[src/rtl/out_port_uart.sv]
// Word-to-serial output port: a small word FIFO feeding an 8N1 transmitter that
// sends each 16-bit word as two bytes, high byte first, with no gap between them.
module out_port_uart #(
   parameter int DATA_WIDTH   = 16,
   parameter int CLKS_PER_BIT = 104,
   parameter int FIFO_DEPTH   = 4
) (
   input  logic                  clk_i,
   input  logic                  reset_ni,
   input  logic [DATA_WIDTH-1:0] data_i,
   input  logic                  ld_i,
   output logic                  tx_o,
   output logic                  busy_o,
   output logic                  full_o,
   output logic                  overflow_o
);

   // state | meaning
   // IDLE  | line high, waiting for a word in the FIFO
   // START | start bit (line low) for the selected byte
   // DATA  | eight data bits, LSB first
   // STOP  | stop bit (line high); then next byte or back to IDLE
   typedef enum logic [1:0] {IDLE, START, DATA, STOP} state_e;

   localparam int AW = $clog2(FIFO_DEPTH);
   localparam int CW = $clog2(CLKS_PER_BIT);
   localparam logic [CW-1:0] CNT_LAST = CW'(CLKS_PER_BIT - 1);

   logic [DATA_WIDTH-1:0] mem_q [FIFO_DEPTH];
   logic [DATA_WIDTH-1:0] head;
   logic [AW:0]           wr_ptr_q, wr_ptr_d, rd_ptr_q, rd_ptr_d;
   logic                  overflow_q, overflow_d;
   state_e                state_q, state_d;
   logic [CW-1:0]         cnt_q, cnt_d;
   logic [2:0]            bit_q, bit_d;
   logic                  sel_q, sel_d;
   logic [15:0]           shreg_q, shreg_d;
   logic                  tx_q, tx_d;
   logic                  empty, full, push, pop, bit_end;

   assign empty   = (wr_ptr_q == rd_ptr_q);
   assign full    = (wr_ptr_q[AW] != rd_ptr_q[AW]) &&
                    (wr_ptr_q[AW-1:0] == rd_ptr_q[AW-1:0]);
   assign push    = ld_i & ~full;
   assign pop     = (state_q == IDLE) & ~empty;
   assign bit_end = (cnt_q == CNT_LAST);
   assign head    = mem_q[rd_ptr_q[AW-1:0]];

   always_comb begin
      wr_ptr_d   = push ? wr_ptr_q + 1'b1 : wr_ptr_q;
      rd_ptr_d   = pop  ? rd_ptr_q + 1'b1 : rd_ptr_q;
      overflow_d = overflow_q | (ld_i & full);
   end

   always_ff @(posedge clk_i) begin
      if (push) mem_q[wr_ptr_q[AW-1:0]] <= data_i;
   end

   always_comb begin
      state_d = state_q;
      cnt_d   = cnt_q;
      bit_d   = bit_q;
      sel_d   = sel_q;
      shreg_d = shreg_q;
      tx_d    = tx_q;
      unique case (state_q)
         IDLE: begin
            tx_d  = 1'b1;
            cnt_d = '0;
            if (!empty) begin
               // bytes swapped so a plain right shift sends high byte first
               shreg_d = {head[7:0], head[15:8]};
               sel_d   = 1'b0;
               state_d = START;
               tx_d    = 1'b0;
            end
         end
         START: begin
            cnt_d = bit_end ? '0 : cnt_q + 1'b1;
            if (bit_end) begin
               state_d = DATA;
               bit_d   = '0;
               tx_d    = shreg_q[0];
            end
         end
         DATA: begin
            cnt_d = bit_end ? '0 : cnt_q + 1'b1;
            if (bit_end) begin
               shreg_d = shreg_q >> 1;
               if (bit_q == 3'd7) begin
                  state_d = STOP;
                  tx_d    = 1'b1;
               end else begin
                  bit_d = bit_q + 3'd1;
                  tx_d  = shreg_q[1];
               end
            end
         end
         STOP: begin
            cnt_d = bit_end ? '0 : cnt_q + 1'b1;
            if (bit_end) begin
               if (!sel_q) begin
                  sel_d   = 1'b1;
                  state_d = START;
                  tx_d    = 1'b0;
               end else begin
                  state_d = IDLE;
                  tx_d    = 1'b1;
               end
            end
         end
         default: begin
            state_d = IDLE;
            tx_d    = 1'b1;
         end
      endcase
   end

   always_ff @(posedge clk_i or negedge reset_ni) begin
      if (!reset_ni) begin
         wr_ptr_q   <= '0;
         rd_ptr_q   <= '0;
         overflow_q <= 1'b0;
         state_q    <= IDLE;
         cnt_q      <= '0;
         bit_q      <= '0;
         sel_q      <= 1'b0;
         shreg_q    <= '0;
         tx_q       <= 1'b1;
      end else begin
         wr_ptr_q   <= wr_ptr_d;
         rd_ptr_q   <= rd_ptr_d;
         overflow_q <= overflow_d;
         state_q    <= state_d;
         cnt_q      <= cnt_d;
         bit_q      <= bit_d;
         sel_q      <= sel_d;
         shreg_q    <= shreg_d;
         tx_q       <= tx_d;
      end
   end

   assign tx_o       = tx_q;
   assign busy_o     = ~((state_q == IDLE) & empty);
   assign full_o     = full;
   assign overflow_o = overflow_q;

endmodule

[config.mk]
export PLATFORM = sky130hd
export DESIGN_NAME = out_port_uart
export DESIGN_NICKNAME = d
export VERILOG_FILES = /design/src/rtl/out_port_uart.sv
export SDC_FILE = /design/constraint.sdc
export NUM_CORES = 1
export LEC_CHECK = 0
export BUFFER_PORTS_ARGS = -buffer_cell sky130_fd_sc_hd__buf_2
export CORE_MARGIN = 2
export CORE_UTILIZATION = 40
export CTS_BUF_LIST = sky130_fd_sc_hd__clkbuf_8
export DETAILED_ROUTE_END_ITERATION = 8
export PLACE_DENSITY = 0.59
export SLEW_MARGIN = 5
export SYNTH_ARGS = -nofsm -noshare
export SYNTH_HDL_FRONTEND = slang
export SYNTH_SLANG_ARGS = --single-unit
export TNS_END_PERCENT = 30
[constraint.sdc]
create_clock -name clk_i -period 2.3 [get_ports clk_i]
set_clock_uncertainty 0.15 [all_clocks]
set_input_delay 0.345 -clock clk_i [delete_from_list [all_inputs] [get_ports clk_i]]
set_output_delay 0.345 -clock clk_i [all_outputs]
set_load 0.02 [all_outputs]
Word level (Yosys, flattened, before mapping)
Memories as Yosys holds them, arrays and structs flattened. Cells that the tools add are included.

Shift operators: 0. Equality and inequality tests: 14. Reductions and logical operators: 11. Div/mod/pow operators: 0. $add $sub $neg: 4. Muxes and demuxes: 28. Order comparisons: 0. Bitwise operators: 8. $mul: 0.

Operators by type and width (count): two-way mux 16 bit (2); case mux 16 bit (2 select lines) (1); case mux 7 bit (2 select lines) (1); inequality test 2 bit (second input constant) (6); two-way mux 1 bit (11); two-way mux 2 bit (5); adder 3 x 1 -> 3 bit (second input constant) (3); two-way mux 3 bit (3); AND reduction 3 bit (3); case mux 2 bit (4 select lines) (1); adder 7 x 1 -> 7 bit (second input constant) (1); == test 7 bit (second input constant) (1); two-way mux 7 bit (1); case mux 3 bit (2 select lines) (1); nonzero test 2 bit (3); AND reduction 5 bit (1); AND 1 bit (4); == test 2 bit (second input constant) (2); case mux 1 bit (4 select lines) (1); AND reduction 4 bit (1); == test 3 bit (1); == test 3 bit (second input constant) (1); NOT 1 bit (3); OR reduction 3 bit (1); 7 further kinds (7).

Memory bits (writable): 64. Word-level logic and storage cells: 75. Bits of input ports: 19. Memories: 1. Latch bits: 0. Register bits: 37. Memory bits (read-only): 0.

Memories: mem_q (depth 4, bits a word 16, read ports 1, clocked after memory_dff 0, wr ports 1, line 29) `logic [DATA_WIDTH-1:0] mem_q [FIFO_DEPTH];`.

Logic depth before layout (Yosys ltp)
Gate-level depths: netlist of the first run.

Word-level depth: 6. Gate-level depth with buffers: 8. Gate-level depth less buffers: 6.

Worst setup path after synthesis of the first run
No wires, ideal clock.

Path type: register to register. Start: reg rd_ptr_q[1]. End: mem mem_q[3][0] (enable). Path buffers: 1. Period minus slack after synthesis: 2.112 ns. Arrival time: 1.587 ns. Path slack: 0.188 ns. Data required time: 1.775 ns. Stages on the path, launching flop included: 5. Path through: dfrtp_1 -> buf_4 -> xnor2_2 -> a31oi_1 -> and2_1.

Word-level cells in the longest chain between the ends: 6.

RTL lines: from (decl) (line 31) `logic [AW:0] wr_ptr_q, wr_ptr_d, rd_ptr_q, rd_ptr_d;`; from (signal assigned) (line 132) `rd_ptr_q <= rd_ptr_d;`; == test 2 bit (line 43) `(wr_ptr_q[AW-1:0] == rd_ptr_q[AW-1:0]);`; logical AND 1 bit (line 42) `assign full = (wr_ptr_q[AW] != rd_ptr_q[AW]) &&`; NOT 1 bit (line 44) `assign push = ld_i & ~full;`; AND 1 bit (line 44); two-way mux 1 bit (line 56) `if (push) mem_q[wr_ptr_q[AW-1:0]] <= data_i;`; two-way mux 1 bit (implied by the code) (line 56); to (decl) (line 29).

No other way between the ends.

Final worst setup path of the first run
Start: reg state_q[0]. End: out busy_o.

Word-level cells in the longest chain between the ends: 3.

RTL lines: from (decl) (line 33) `state_e state_q, state_d;`; from (signal assigned) (line 134) `state_q <= state_d;`; logical NOT 2 bit (line 144) `assign busy_o = ~((state_q == IDLE) & empty);`; AND 1 bit (line 144); NOT 1 bit (line 144); to (decl) (line 13) `output logic busy_o,`.

No other way between the ends.

==> results.cfg, run 1 <==
[sta]
max-slew-margin-rel_pct = 61.8
rsz0062_at_grt = false
fin_crit_sh_pct = 94.1
final.min_clock_period_ns = 2.16
drv_slew = 0
final-hold-violation-count = 0
tightest_slew_ns = 0.573
max_freq_ghz = 0.462
setup_violations = 0
tns_ns = 0

[die]
placementRows = 38
start_util_pct = 40.9
die_height_um = 109
io-pin-count = 23
fp.dieW_um = 109
core-area_um2 = 10800
dieArea_um2 = 11900

[critical_path]
slowest_stage = dfrtp_1
critical_path_depth = 5
r2r_cells = 7
arrival_ns = 1.67
critPathMaxStageDelay_ns = 0.45
cp_max_fo = 5
crit_start = state_q[0]
reg2reg_from = state_q[0]
critPathCapture = busy_o
path_cells = inv_1 -> ha_2 -> nand4_2 -> buf_4 -> buf_2
critPathRequiredTime_ns = 1.80
worst-path-buf-inv = 3
cp-start-kind = flop
worstReg2RegEnd = shreg_q[1]
worst-setup-path-type = flop to output pin
r2r_slack_ns = 0.17
critical-path-top-delay-family = buffers and inverters
cp-end-kind = output pin

[grt]
grt_max_degree = 25
grt_use_total_pct = 13.8
grt_pass1_wl_um = 12100
grt_pass1_vias = 2363
antenna_found_initial = 0
grt-ovfl-total = 0

[routing]
routedWlPerCell_um = 16.7
drt-pass1-iter-count = 4
ant_nets = 0
via_count = 2176
postRouteWirelength_um = 7290
drt_iter0_markers = 82
drc = 0
viasPerCell = 4.98

[layout]
final_nets = 324
fin_area_um2 = 5010
area_growth_pct = 13.5
final_cell_mix = edfxtp_1 (64), dfrtp_1 (36), mux2_2 (24)
layout_commonest_cell = edfxtp_1
fin_util_pct = 46.4
diodes = 0
drive_gt1_share_pct = 34.0

[power_and_ir_drop]
power_density_nw_per_um2 = 1280
p_sw_share_pct = 32.0
internal_power_uw = 4360
switching_power_uw = 2050
ir_drop_uv = 523
pwr-share-clk_pct = 16.5
p_seq_share_pct = 43.2
p_total_uw = 6410
power.share.combinational_pct = 40.3
power_leakage_uw = 0.00192

[clocking]
clk_path_buf_depth = 2
cts_tree = yes
clock_latency_ns = 0.37
cts_buffers = 9
cts_root_buf = clkbuf_8
cts_sinks = 101
htreeDepth = 3
postCtsSetupBuffers = 0
cts.clk_slew.worst_paths_ns = 0.11

[logic_synthesis]
synth_nets = 282
synth-async-reset-ratio_pct = 36.6
ys_seq_area_share_pct = 64.5
yosysUniqueCellTypes = 40
synth_cells = 250
yosys_warnings = 0
synth_seq_cells = 101
syn_area_um2 = 4420
synth_flop_cell = edfxtp_1
synth-edff-count = 64
syn_avg_cell_area_um2 = 17.7

[place]
post-dp-hpwl_um = 4660
placed_area_um2 = 4810
place.port_buffers = 22
routabilityCongestion = 0.723

[run]
maxCapViolations = 0

[worst_hold_path]
hp-class = primary input to flop

[status]
status = completed
power by group through the flow:
| stage | combinational (µW) | sequential, µW | clock, µW |
|---|---|---|---|
| 2_1_floorplan | 2040 | 2740 | 0 |
| 3_3_place_gp | 2580 | 2810 | 0 |
| 3_5_place_dp | 2610 | 2820 | 0 |
| 4_1_cts | 2630 | 2780 | 1090 |
| 6_report | 2580 | 2770 | 1060 |
| 5_1_grt | 2840 | 2830 | 1170 |
state kept, by name (all words and copies together) (netlist names), 2 cells and up:
name / flops
shreg_q: 16
wr_ptr_q: 3
state_q: 2
mem_q: 64
rd_ptr_q: 3
bit_q: 3
cnt_q: 7
how the worst min path moves through the flow:
stage	start	to	cells past startpoint	slack, ns
floorplan	reset_ni	bit_q[0]	0	-0.10
global placement	reset_ni	state_q[0]	1	0.24
detailed placement	reset_ni	state_q[0]	1	0.25
CTS	data_i[15]	mem_q[0][15]	1	0.007
global route	data_i[15]	mem_q[3][15]	1	0.007
finish	data_i[1]	mem_q[1][1]	1	0.03
cells by family after synthesis:
group | synth area share [%]
buf+inv | 2.75
fa+ha+maj | 3.68
compound gates | 3.31
flops | 64.5
simple gates | 4.56
mux | 18.5
xor+xnor | 2.72
layout make-up:
type,count,area [µm²]
tap,140,175
multi-input combinational,133,1450
clock buffer,9,124
fill,956,5780
sequential,101,2850
clock inverter,7,62.6
inverter,7,26.3
timing repair buffer,40,323
cells in the mapped netlist, types with 2 or more instances:
cell / number / share of area [%]
xnor2_2: 2 / 0.74
nor3_1: 8 / 0.91
o2bb2ai_1: 3 / 0.60
a22oi_1: 2 / 0.34
dfrtp_1: 36 / 20
clkbuf_1: 2 / 0.17
nor2b_1: 4 / 0.57
mux4_1: 8 / 4.8
inv_1: 7 / 0.60
mux2_4: 9 / 3.1
mux4_2: 8 / 4.1
nor2_1: 3 / 0.25
nand3_1: 5 / 0.57
and2_1: 4 / 0.57
o21a_1: 2 / 0.34
ha_1: 13 / 3.7
buf_6: 4 / 1.0
mux2i_1: 2 / 0.45
mux2_2: 24 / 6.1
edfxtp_1: 64 / 44
and3_1: 3 / 0.42
a21oi_1: 4 / 0.45
xnor2_1: 6 / 1.2
nand2_1: 2 / 0.17
o21ai_0: 5 / 0.57
xor2_1: 4 / 0.79
a31oi_1: 2 / 0.28
nor3b_1: 2 / 0.34
worst register-to-register path: stages (launching register included):
cell and delay (ns):
dfrtp_1 0.45, inv_1 0.17, ha_2 0.25, inv_1 0.08, nor3_1 0.19, o21a_1 0.20, buf_12 0.18, mux2_2 0.35
per-stage QoR:
step	hold slack [ns]	setup WS [ns]	std cells
after floorplan	-0.101	0.188	250
after global placement	0.240	0.175	420
after detailed placement	0.245	0.165	420
after CTS	0.00715	0.0953	437
after global routing	0.00730	0.0236	437
final	0.0309	0.135	437
layer usage:
layer  track usage (%)  routed length, µm
met5                 0                  0
met4              3.85                 83
met3              4.18                215
met2              23.7               3640
met1              16.8               3350
timing repair:
item / in CTS / in global routing
setup endpoints to repair: 0 / 6
endpoints found under the hold margin: 22 / 0
hold buffers: 1 / 0
gates resized for setup: 0 / 2
(Power assumes the default switching activity.)
==> run 2: changes to the inputs <==
Settings changed: CELL_PAD_IN_SITES_DETAIL_PLACEMENT set to 0, CELL_PAD_IN_SITES_GLOBAL_PLACEMENT set to 1, CORE_UTILIZATION 40 to 55, PLACE_DENSITY 0.59 to 0.85.
==> run 2 against run 1 <==
Compared with the run above: fmax is 1.7% higher; register-to-register slack improved by 0.03 ns; core utilization increased by 17 points; sequential cell count is the same; combinational power fell by 3%; cell count is 9.4% lower; largest cell class unchanged; cell area down 1.4%; die area fell by 26%; sequential share of layout area increased by 0.81 points; hold slack gained 0.0077 ns; routed wire length fell by 8.9%.
==> results.cfg, run 2 (synthesis gave the netlist of run 1 again) <==
[status]
status = completed

[critical_path]
cp_max_fo = 6
critPathRequiredTime_ns = 1.80
worst-path-buf-inv = 2
cp-end-kind = output pin
reg2reg_from = state_q[0]
path_cells = inv_1 -> ha_1 -> nand4_2 -> buf_2
r2r_cells = 7
critical-path-top-delay-family = flip-flops
worstReg2RegEnd = shreg_q[0]
worst-setup-path-type = flop to output pin
r2r_slack_ns = 0.20
slowest_stage = dfrtp_1
arrival_ns = 1.63
cp-start-kind = flop
critPathMaxStageDelay_ns = 0.44

[place]
dp_slack_ns = 0.231
placed_area_um2 = 4740
routabilityCongestion = 0.784
dp_cells = 379
post-dp-hpwl_um = 4370
place.port_buffers = 22

[grt]
grt-ovfl-total = 0
grt_pass1_wl_um = 11500
grt_max_degree = 20
grt_use_total_pct = 17.7
antenna_found_initial = 0
grt_pass1_vias = 2310

[die]
placementRows = 32
io-pin-count = 23
core-area_um2 = 7770
die_height_um = 93.6
fp.dieW_um = 93.6
start_util_pct = 56.9
dieArea_um2 = 8760

[routing]
drc = 0
drt-pass1-iter-count = 4
drt_iter0_markers = 116
via_count = 2169
ant_nets = 0
routedWlPerCell_um = 16.8
postRouteWirelength_um = 6640
viasPerCell = 5.48

[layout]
final_cells = 396
fin_area_um2 = 4940
multi_input_area_um2 = 1450
final.fill_count = 565
final_nets = 321
final_cell_mix = edfxtp_1 (64), dfrtp_1 (36), mux2_2 (24)
regArea_um2 = 2850
largest_reg_flops = 64
area_growth_pct = 11.9
drive_gt1_share_pct = 32.7
layout_commonest_cell = edfxtp_1
diodes = 0

[clocking]
cts.clk_slew.worst_paths_ns = 0.10
cts_root_buf = clkbuf_8
htreeDepth = 3
clk_path_buf_depth = 2
postCtsSetupBuffers = 0
cts_sinks = 101
clock_latency_ns = 0.36
cts_tree = yes
cts_buffers = 9

[run]
maxCapViolations = 0

[sta]
final.min_clock_period_ns = 2.13
tns_ns = 0
drv_slew = 0
max_freq_ghz = 0.470
whs_ns = 0.0387
tightest_slew_ns = 0.509
fin_crit_sh_pct = 92.5
final.setup.worst_slack_ns = 0.172
max-slew-margin-rel_pct = 65.9
rsz0062_at_grt = false
setup_violations = 0
final-hold-violation-count = 0

[power_and_ir_drop]
power_density_nw_per_um2 = 1290
ir_drop_uv = 669
power_leakage_uw = 0.00191

[worst_hold_path]
min_path_cells = 1
holdPathEnd = mem_q[1][1]
hp-start = data_i[1]
hp-class = primary input to flop
==> run 2: cell types whose count changed in the layout (fill, tap and decap cells not counted) <==
| cell | before | now |
|---|---|---|
| buf_4 | 11 | 8 |
| clkinv_4 | 2 | 0 |
| ha_1 | 11 | 13 |
| ha_2 | 2 | 0 |
| inv_8 | 0 | 2 |
==> run 2: timing repair <==
item                                   4_1_cts  5_1_grt
endpoints found under the hold margin       16        0
resized for setup                            0        0
hold buffers                                 1        0
==> run 2: metrics by stage <==
step                      power [µW]  utilization [%]
after floorplan                 4780                -
after global placement          5300             61.0
after detailed placement        5370             61.0
after CTS                       6440             63.6
after global routing            6780             63.6
final                           6350             63.6
==> run 2: where the power goes <==
group	internal [µW]	leakage [µW]	switching, µW	total (µW)
clock	422	0.0000982	645	1070
sequential	2500	0.00104	272	2770
combinational	1410	0.000776	1110	2510
==> run 2: layout make-up <==
type / instances / share of cell area, %
multi-input cells: 133 / 29.3
inverters: 7 / 0.532
well taps: 102 / 2.58
repair buffers: 37 / 6.08
flip-flops and latches: 101 / 57.7
clock inverters: 7 / 1.37
clock buffers: 9 / 2.51
==> run 2: worst max-delay path by stage <==
stage                start           to  slack (ns)  depth (start not counted)
6_report        state_q[0]       busy_o        0.17                          4
5_1_grt         state_q[0]       busy_o        0.02                          4
4_1_cts         state_q[0]       busy_o        0.13                          4
3_5_place_dp    state_q[0]   shreg_q[4]        0.23                          7
3_3_place_gp    state_q[0]   shreg_q[3]        0.23                          7
2_1_floorplan  rd_ptr_q[1]  mem_q[3][0]        0.19                          4
==> run 2: worst register-to-register path, stage by stage, from the launching register on <==
cell     delay, ns
dfrtp_1       0.44
inv_1         0.15
ha_1          0.27
inv_1         0.08
nor3_1        0.18
o21a_1        0.19
buf_12        0.17
mux2_2        0.35
==> run 2: routing by layer <==
metal	track usage [%]	wire length, µm	share of wire [%]
met4	5.80	99	1.5
met5	0	0	0
met3	4.67	169	2.5
met2	30.1	3460	52
met1	22.4	2910	44
